$ cat config.mk
export PLATFORM = sky130hd
export DESIGN_NAME = fpu_issue_ctrl
export DESIGN_NICKNAME = d
export VERILOG_FILES = /design/src/rtl/fpu_pkg.sv /design/src/rtl/fpu_lat_lut.sv /design/src/rtl/fpu_issue_ctrl.sv
export SDC_FILE = /design/constraint.sdc
export NUM_CORES = 1
export LEC_CHECK = 0
export ABC_AREA = 1
export BUFFER_PORTS_ARGS = -buffer_cell sky130_fd_sc_hd__buf_2
export CAP_MARGIN = 10
export CELL_PAD_IN_SITES_DETAIL_PLACEMENT = 2
export CELL_PAD_IN_SITES_GLOBAL_PLACEMENT = 2
export CORE_UTILIZATION = 25
export DETAILED_ROUTE_END_ITERATION = 10
export PLACE_DENSITY = 0.81
export SLEW_MARGIN = 30
export SYNTH_ARGS = -nofsm -noshare
export SYNTH_HDL_FRONTEND = slang
export SYNTH_SLANG_ARGS = --single-unit
$ cat constraint.sdc
create_clock -name clock -period 1.6 [get_ports clock]
set_input_delay 0.48 -clock clock [delete_from_list [all_inputs] [get_ports clock]]
set_output_delay 0.48 -clock clock [all_outputs]
set_load 0.01 [all_outputs]
$ cat src/rtl/fpu_pkg.sv
`default_nettype none
// ---------------------------------------------------------------------------
// Package   : fpu_pkg
// Purpose   : Constants shared by the FPU issue controller and FPU datapath.
//             Holds the fpuOp encodings, the per-op latencies and the issue
//             FSM state codes.
// Revision  : 1.0 - initial release
// ---------------------------------------------------------------------------
package fpu_pkg;

  // fpuOp encodings. Codes 10..15 are unassigned and are treated as illegal.
  typedef enum logic [3:0] {
    FPU_ADD    = 4'd0,
    FPU_SUB    = 4'd1,
    FPU_MUL    = 4'd2,
    FPU_DIV    = 4'd3,
    FPU_SGNJ   = 4'd4,
    FPU_MINMAX = 4'd5,
    FPU_SQRT   = 4'd6,
    FPU_CMP    = 4'd7,
    FPU_CVT_W  = 4'd8,
    FPU_CVT_S  = 4'd9
  } fpu_op_e;

  // Latency L per op: the result is sampled at the end of the BUSY cycle
  // in which the counter equals L.
  localparam int LAT_ADD    = 7;
  localparam int LAT_SUB    = 7;
  localparam int LAT_MUL    = 5;
  localparam int LAT_DIV    = 6;
  localparam int LAT_SGNJ   = 0;
  localparam int LAT_MINMAX = 1;
  localparam int LAT_SQRT   = 16;
  localparam int LAT_CMP    = 1;
  localparam int LAT_CVT_W  = 6;
  localparam int LAT_CVT_S  = 6;

  // Issue FSM state codes.
  localparam logic [1:0] ST_IDLE = 2'd0;
  localparam logic [1:0] ST_BUSY = 2'd1;
  localparam logic [1:0] ST_DONE = 2'd2;

endpackage : fpu_pkg
`default_nettype wire

$ cat src/rtl/fpu_lat_lut.sv
`default_nettype none
// ---------------------------------------------------------------------------
// Module    : fpu_lat_lut
// Purpose   : Combinational decode of an fpuOp code into its latency and an
//             illegal-op flag.
// Ports     : i_op      [3:0]       fpuOp code
//             o_lat     [CNT_W-1:0] latency L for the op (0 when illegal)
//             o_illegal             op code is outside 0..9
// Revision  : 1.0 - initial release
// ---------------------------------------------------------------------------
module fpu_lat_lut
  import fpu_pkg::*;
#(
  parameter int CNT_W = 5
) (
  input  logic [3:0]       i_op,
  output logic [CNT_W-1:0] o_lat,
  output logic             o_illegal
);

  always_comb begin
    o_lat     = '0;
    o_illegal = 1'b0;
    case (i_op)
      FPU_ADD:    o_lat = CNT_W'(LAT_ADD);
      FPU_SUB:    o_lat = CNT_W'(LAT_SUB);
      FPU_MUL:    o_lat = CNT_W'(LAT_MUL);
      FPU_DIV:    o_lat = CNT_W'(LAT_DIV);
      FPU_SGNJ:   o_lat = CNT_W'(LAT_SGNJ);
      FPU_MINMAX: o_lat = CNT_W'(LAT_MINMAX);
      FPU_SQRT:   o_lat = CNT_W'(LAT_SQRT);
      FPU_CMP:    o_lat = CNT_W'(LAT_CMP);
      FPU_CVT_W:  o_lat = CNT_W'(LAT_CVT_W);
      FPU_CVT_S:  o_lat = CNT_W'(LAT_CVT_S);
      default:    o_illegal = 1'b1;
    endcase
  end

endmodule : fpu_lat_lut
`default_nettype wire

$ cat src/rtl/fpu_issue_ctrl.sv
`default_nettype none
// ---------------------------------------------------------------------------
// Module    : fpu_issue_ctrl
// Purpose   : Sequences the multi-cycle FPU for the EX stage. Accepts one FP
//             op at a time, holds its op/func3/rs1[0] fields for the FPU,
//             counts the op latency, captures the FPU result and returns it
//             with its rd tag as a one-cycle writeback pulse. Stalls EX while
//             an op is in flight.
// Ports     : clock, clear (async, active-low)
//             issue_valid/op/func3/rs1_0/rd  - op presented by EX
//             flush                          - synchronous pipeline flush
//             fpu_result                     - FPU result bus
//             issue_ready, stall, opnd_load  - issue handshake
//             fpu_op_q/func3_q/rs1_0_q       - held fields driven to the FPU
//             busy                           - FSM not idle
//             wb_valid/rd/data, illegal_op   - writeback pulse and payload
// Revision  : 1.0 - initial release
// ---------------------------------------------------------------------------
module fpu_issue_ctrl
  import fpu_pkg::*;
#(
  parameter int WIDTH = 32,
  parameter int RD_W  = 5,
  parameter int CNT_W = 5
) (
  input  logic             clock,
  input  logic             clear,
  input  logic             issue_valid,
  input  logic [3:0]       issue_op,
  input  logic [2:0]       issue_func3,
  input  logic             issue_rs1_0,
  input  logic [RD_W-1:0]  issue_rd,
  input  logic             flush,
  input  logic [WIDTH-1:0] fpu_result,
  output logic             issue_ready,
  output logic             stall,
  output logic             opnd_load,
  output logic [3:0]       fpu_op_q,
  output logic [2:0]       fpu_func3_q,
  output logic             fpu_rs1_0_q,
  output logic             busy,
  output logic             wb_valid,
  output logic [RD_W-1:0]  wb_rd,
  output logic [WIDTH-1:0] wb_data,
  output logic             illegal_op
);

  localparam logic [CNT_W-1:0] CNT_ONE = {{(CNT_W-1){1'b0}}, 1'b1};

  logic [1:0]       r_state;
  logic [CNT_W-1:0] r_cnt;
  logic [CNT_W-1:0] r_lat;
  logic             r_ill;
  logic [RD_W-1:0]  r_rd;
  logic [3:0]       r_op;
  logic [2:0]       r_func3;
  logic             r_rs1_0;
  logic [RD_W-1:0]  r_wb_rd;
  logic [WIDTH-1:0] r_wb_data;
  logic             r_wb_ill;

  logic [CNT_W-1:0] w_lat;
  logic             w_illegal;
  logic             w_ready;
  logic             w_accept;

  // Latency is decoded from the live op only at accept and then held, so the
  // running count never depends on whatever EX presents later.
  fpu_lat_lut #(
    .CNT_W (CNT_W)
  ) u_lat_lut (
    .i_op      (issue_op),
    .o_lat     (w_lat),
    .o_illegal (w_illegal)
  );

  // DONE is ready so a new op can issue under the writeback pulse.
  assign w_ready  = (r_state == ST_IDLE) || (r_state == ST_DONE);
  assign w_accept = issue_valid && w_ready && !flush;

  always_ff @(posedge clock or negedge clear) begin
    if (!clear) begin
      r_state   <= ST_IDLE;
      r_cnt     <= '0;
      r_lat     <= '0;
      r_ill     <= 1'b0;
      r_rd      <= '0;
      r_op      <= '0;
      r_func3   <= '0;
      r_rs1_0   <= 1'b0;
      r_wb_rd   <= '0;
      r_wb_data <= '0;
      r_wb_ill  <= 1'b0;
    end else begin
      // Op fields stay put until the next accept; returning to IDLE does not
      // clear them.
      if (w_accept) begin
        r_op    <= issue_op;
        r_func3 <= issue_func3;
        r_rs1_0 <= issue_rs1_0;
        r_rd    <= issue_rd;
        r_lat   <= w_lat;
        r_ill   <= w_illegal;
        r_cnt   <= '0;
      end

      case (r_state)
        ST_IDLE: begin
          if (w_accept) begin
            r_state <= ST_BUSY;
          end
        end
        ST_BUSY: begin
          // Flush drops the in-flight op, even on its final count cycle.
          if (flush) begin
            r_state <= ST_IDLE;
            r_cnt   <= '0;
          end else if (r_cnt == r_lat) begin
            r_wb_rd   <= r_rd;
            r_wb_data <= r_ill ? '0 : fpu_result;
            r_wb_ill  <= r_ill;
            r_state   <= ST_DONE;
          end else begin
            r_cnt <= r_cnt + CNT_ONE;
          end
        end
        ST_DONE: begin
          r_state <= w_accept ? ST_BUSY : ST_IDLE;
        end
        default: begin
          r_state <= ST_IDLE;
        end
      endcase
    end
  end

  assign issue_ready = w_ready;
  assign stall       = issue_valid && !w_ready;
  assign opnd_load   = w_accept;
  assign busy        = (r_state != ST_IDLE);
  assign wb_valid    = (r_state == ST_DONE);
  assign fpu_op_q    = r_op;
  assign fpu_func3_q = r_func3;
  assign fpu_rs1_0_q = r_rs1_0;
  assign wb_rd       = r_wb_rd;
  assign wb_data     = r_wb_data;
  assign illegal_op  = r_wb_ill;

endmodule : fpu_issue_ctrl
`default_nettype wire

==> results.txt <==
Syn Nets: 367
Final GP Congestion: 0.7676
Ports: 100
fin. max-slew vios: 0
Yosys cell types: 23
synthesized area: 0.002698 mm2
Yosys reg bits: 63
Post-Synthesis Cells: 317
failing checks: setup timing
clock buffer count from CTS: 9
DR DRC count: 0
WP data required: 1.12 ns
Final ANT Viol Nets: 0
detailed-route wire length: 8.288 mm
Worst-Skew Late Latency: 0.34 ns
Layout area overhead: 37.01%
crit path DAT: 1.12 ns
Die Y: 105.9 um
Starting DRT DRC Count: 71
final setup violation count: 1
Cell Count Post-Placement: 558
Final Cycle Share: 100.3%
First-pass DRT Iterations: 4
min-delay worst type: input port to asynchronous set/reset pin
clock root buffer: clkbuf_8
WL per Instance: 14.31 um
Initial Utilization: 26.01%
post-DP HPWL: 6.034 mm
Worst setup SP type: flip-flop
Synth Area per Inst: 8.510 um2
clock period minus worst slack: 1.604 ns
fin util: 35.64%
fin cells: 579
routed vias/inst: 4.435
sequential fraction of the synthesis area: 58.44%
Power Dens Cells: 1648 mW/mm2
Lkg Pwr: 2.145 nW
Die Footprint: 0.01121 mm2
slew at the pin closest to its max-slew limit: 0.3869 ns
share of layout cells above drive strength 1: 34.09%
crit path kind: flip-flop to output port
Final nets: 488
filler instances: 1247
final hold violations: 0
Fmax: 623.4 MHz
Post-synth top flop: dfrtp_1
post-layout worst setup margin: -0.004060 ns
first-pass GRT wire length: 13.76 mm
register-to-register setup slack: 0.07 ns
CTS Sinks: 63
worst r2r path cells: 8
crit-path max FO: 4
post-cts hold buffer count: 0
ys async rst share: 100.0%
CTS tree: yes
reg-to-reg critical path endpoint: wb_data[16]
clk slew on worst S/H paths: 0.07 ns
CP endpoint kind: output port
total gr overflow: 0
Max-cap violations: 0
Post-Route Skew: 0.006284 ns
number of global-route vias before repair: 2833
CTS HTree Levels: 3
outcome: complete, but fails checks
CORE AREA: 0.01037 mm2
die extent in x: 105.9 um
Syn. warnings: 0
Slew HR: 74.21%
Clock Path Buffers: 2
worst r2r src: r_state[0]
RSZ-0062 raised after global routing: true
largest net degree at the start of global routing: 64
Pwr Total: 0.006090 W
GRT Resource Usage Total: 15.80%
Peak VDD IR: 0.5035 mV
Post-synth EDFFs: 0
routed via count: 2568
num rows: 37
initial antenna violation count: 0
Antenna diodes: 0
Buffers on Ports: 99
==> what timing repair did <==
item	in CTS	in global routing
setup endpoints to repair	39	18
resized for setup	5	3
pin swaps	1	1
buffers inserted	1	4
==> Yosys cell counts, types with 2 or more instances <==
| cell type | count | area (um2) |
|---|---|---|
| nand2_1 | 147 | 551.8 |
| dfrtp_1 | 63 | 1577 |
| nand3_1 | 42 | 210.2 |
| inv_1 | 14 | 52.55 |
| nor2_1 | 13 | 48.80 |
| clkbuf_1 | 6 | 22.52 |
| buf_6 | 4 | 45.04 |
| inv_2 | 4 | 15.01 |
| o21ai_0 | 4 | 20.02 |
| buf_2 | 3 | 15.01 |
| xor2_1 | 3 | 26.28 |
| nor2_4 | 2 | 22.52 |
| o22ai_1 | 2 | 12.51 |
==> per-stage QoR <==
stage / hold slack (ns) / TNS [ns] / area [um2] / setup slack, ns
final: 0.1193 / -0.004060 / 3696 / -0.004060
after global routing: 0.1592 / -1.988 / 3696 / -0.08197
after CTS: 0.1607 / -0.04691 / 3656 / -0.02942
after detailed placement: 0.4572 / -2.354 / 3436 / -0.1064
after global placement: 0.4492 / -0.02850 / 3436 / -0.02850
after floorplan: 0.1844 / 0 / 2699 / 0.05690
==> report_power, final <==
group / internal [W] / total, W / switching (W)
Combinational: 0.000910 / 0.00217 / 0.00126
Clock: 0.000763 / 0.00140 / 0.000637
Sequential: 0.00218 / 0.00253 / 0.000343
==> worst max-delay path by stage <==
stage	start	end	slack, ns	cells past startpoint
2_1_floorplan	flush	opnd_load	0.06	4
3_3_place_gp	flush	opnd_load	-0.03	6
3_5_place_dp	r_cnt[0]	wb_data[16]	-0.11	9
4_1_cts	r_state[0]	opnd_load	-0.03	3
5_1_grt	r_state[0]	opnd_load	-0.08	3
6_report	r_state[0]	opnd_load	-0.004	3
==> kinds of logic (layout without fill, tap and decap cells) <==
group / Yosys count / count (layout) / share of synthesized area (%)
and+or+nand+nor: 209 / 209 / 32.42
DFF: 63 / 63 / 58.44
buffers and inverters: 33 / 159 / 5.983
AOI/OAI and AO/OA: 8 / 8 / 1.716
xor gates and xnor gates: 3 / 3 / 0.9742
adders and majority gates: 1 / 1 / 0.4637
==> area by class of cell <==
cell class	instances	area, um2	share of cell area, %
sequential	63	1577	42.65
clock buffer	11	141.4	3.825
tap	136	170.2	4.604
inverter	19	76.32	2.065
clock inverter	5	56.30	1.523
multi-input combinational	221	962.2	26.03
timing repair buffer	124	713.2	19.30
==> sequential cells by signal, indices dropped and copies added, names as in the netlist, 2 cells and up <==
name         cells
wb_data         32
fpu_func3_q      3
fpu_op_q         4
wb_rd            5
r_rd             5
r_cnt            5
r_lat            4
r_state          2
==> critical path: stages (launching register included) <==
cell	delay, ns
dfrtp_1	0.41
nor2_2	0.15
buf_6	0.13
buf_6	0.10
==> layout by cell type, fill, tap and decap left out, types with 3 or more instances in the layout <==
master,n
buf_2,98
buf_4,21
buf_6,4
clkbuf_8,10
dfrtp_1,63
inv_1,13
inv_2,3
nand2_1,147
nand3_1,42
nor2_1,12
o21ai_0,4
xor2_1,3
==> routing by layer <==
metal | up-vias | routed length (um) | share of wire (%) | track usage (%)
met5 | - | 0 | 0 | 0
met4 | 0 | 121 | 1.5 | 5.357
met3 | 9 | 340 | 4.1 | 3.896
met2 | 65 | 4193 | 51 | 27.59
met1 | 1269 | 3632 | 44 | 18.86
li1 | 1225 | - | - | -
Power figures use the tool's default switching activity.
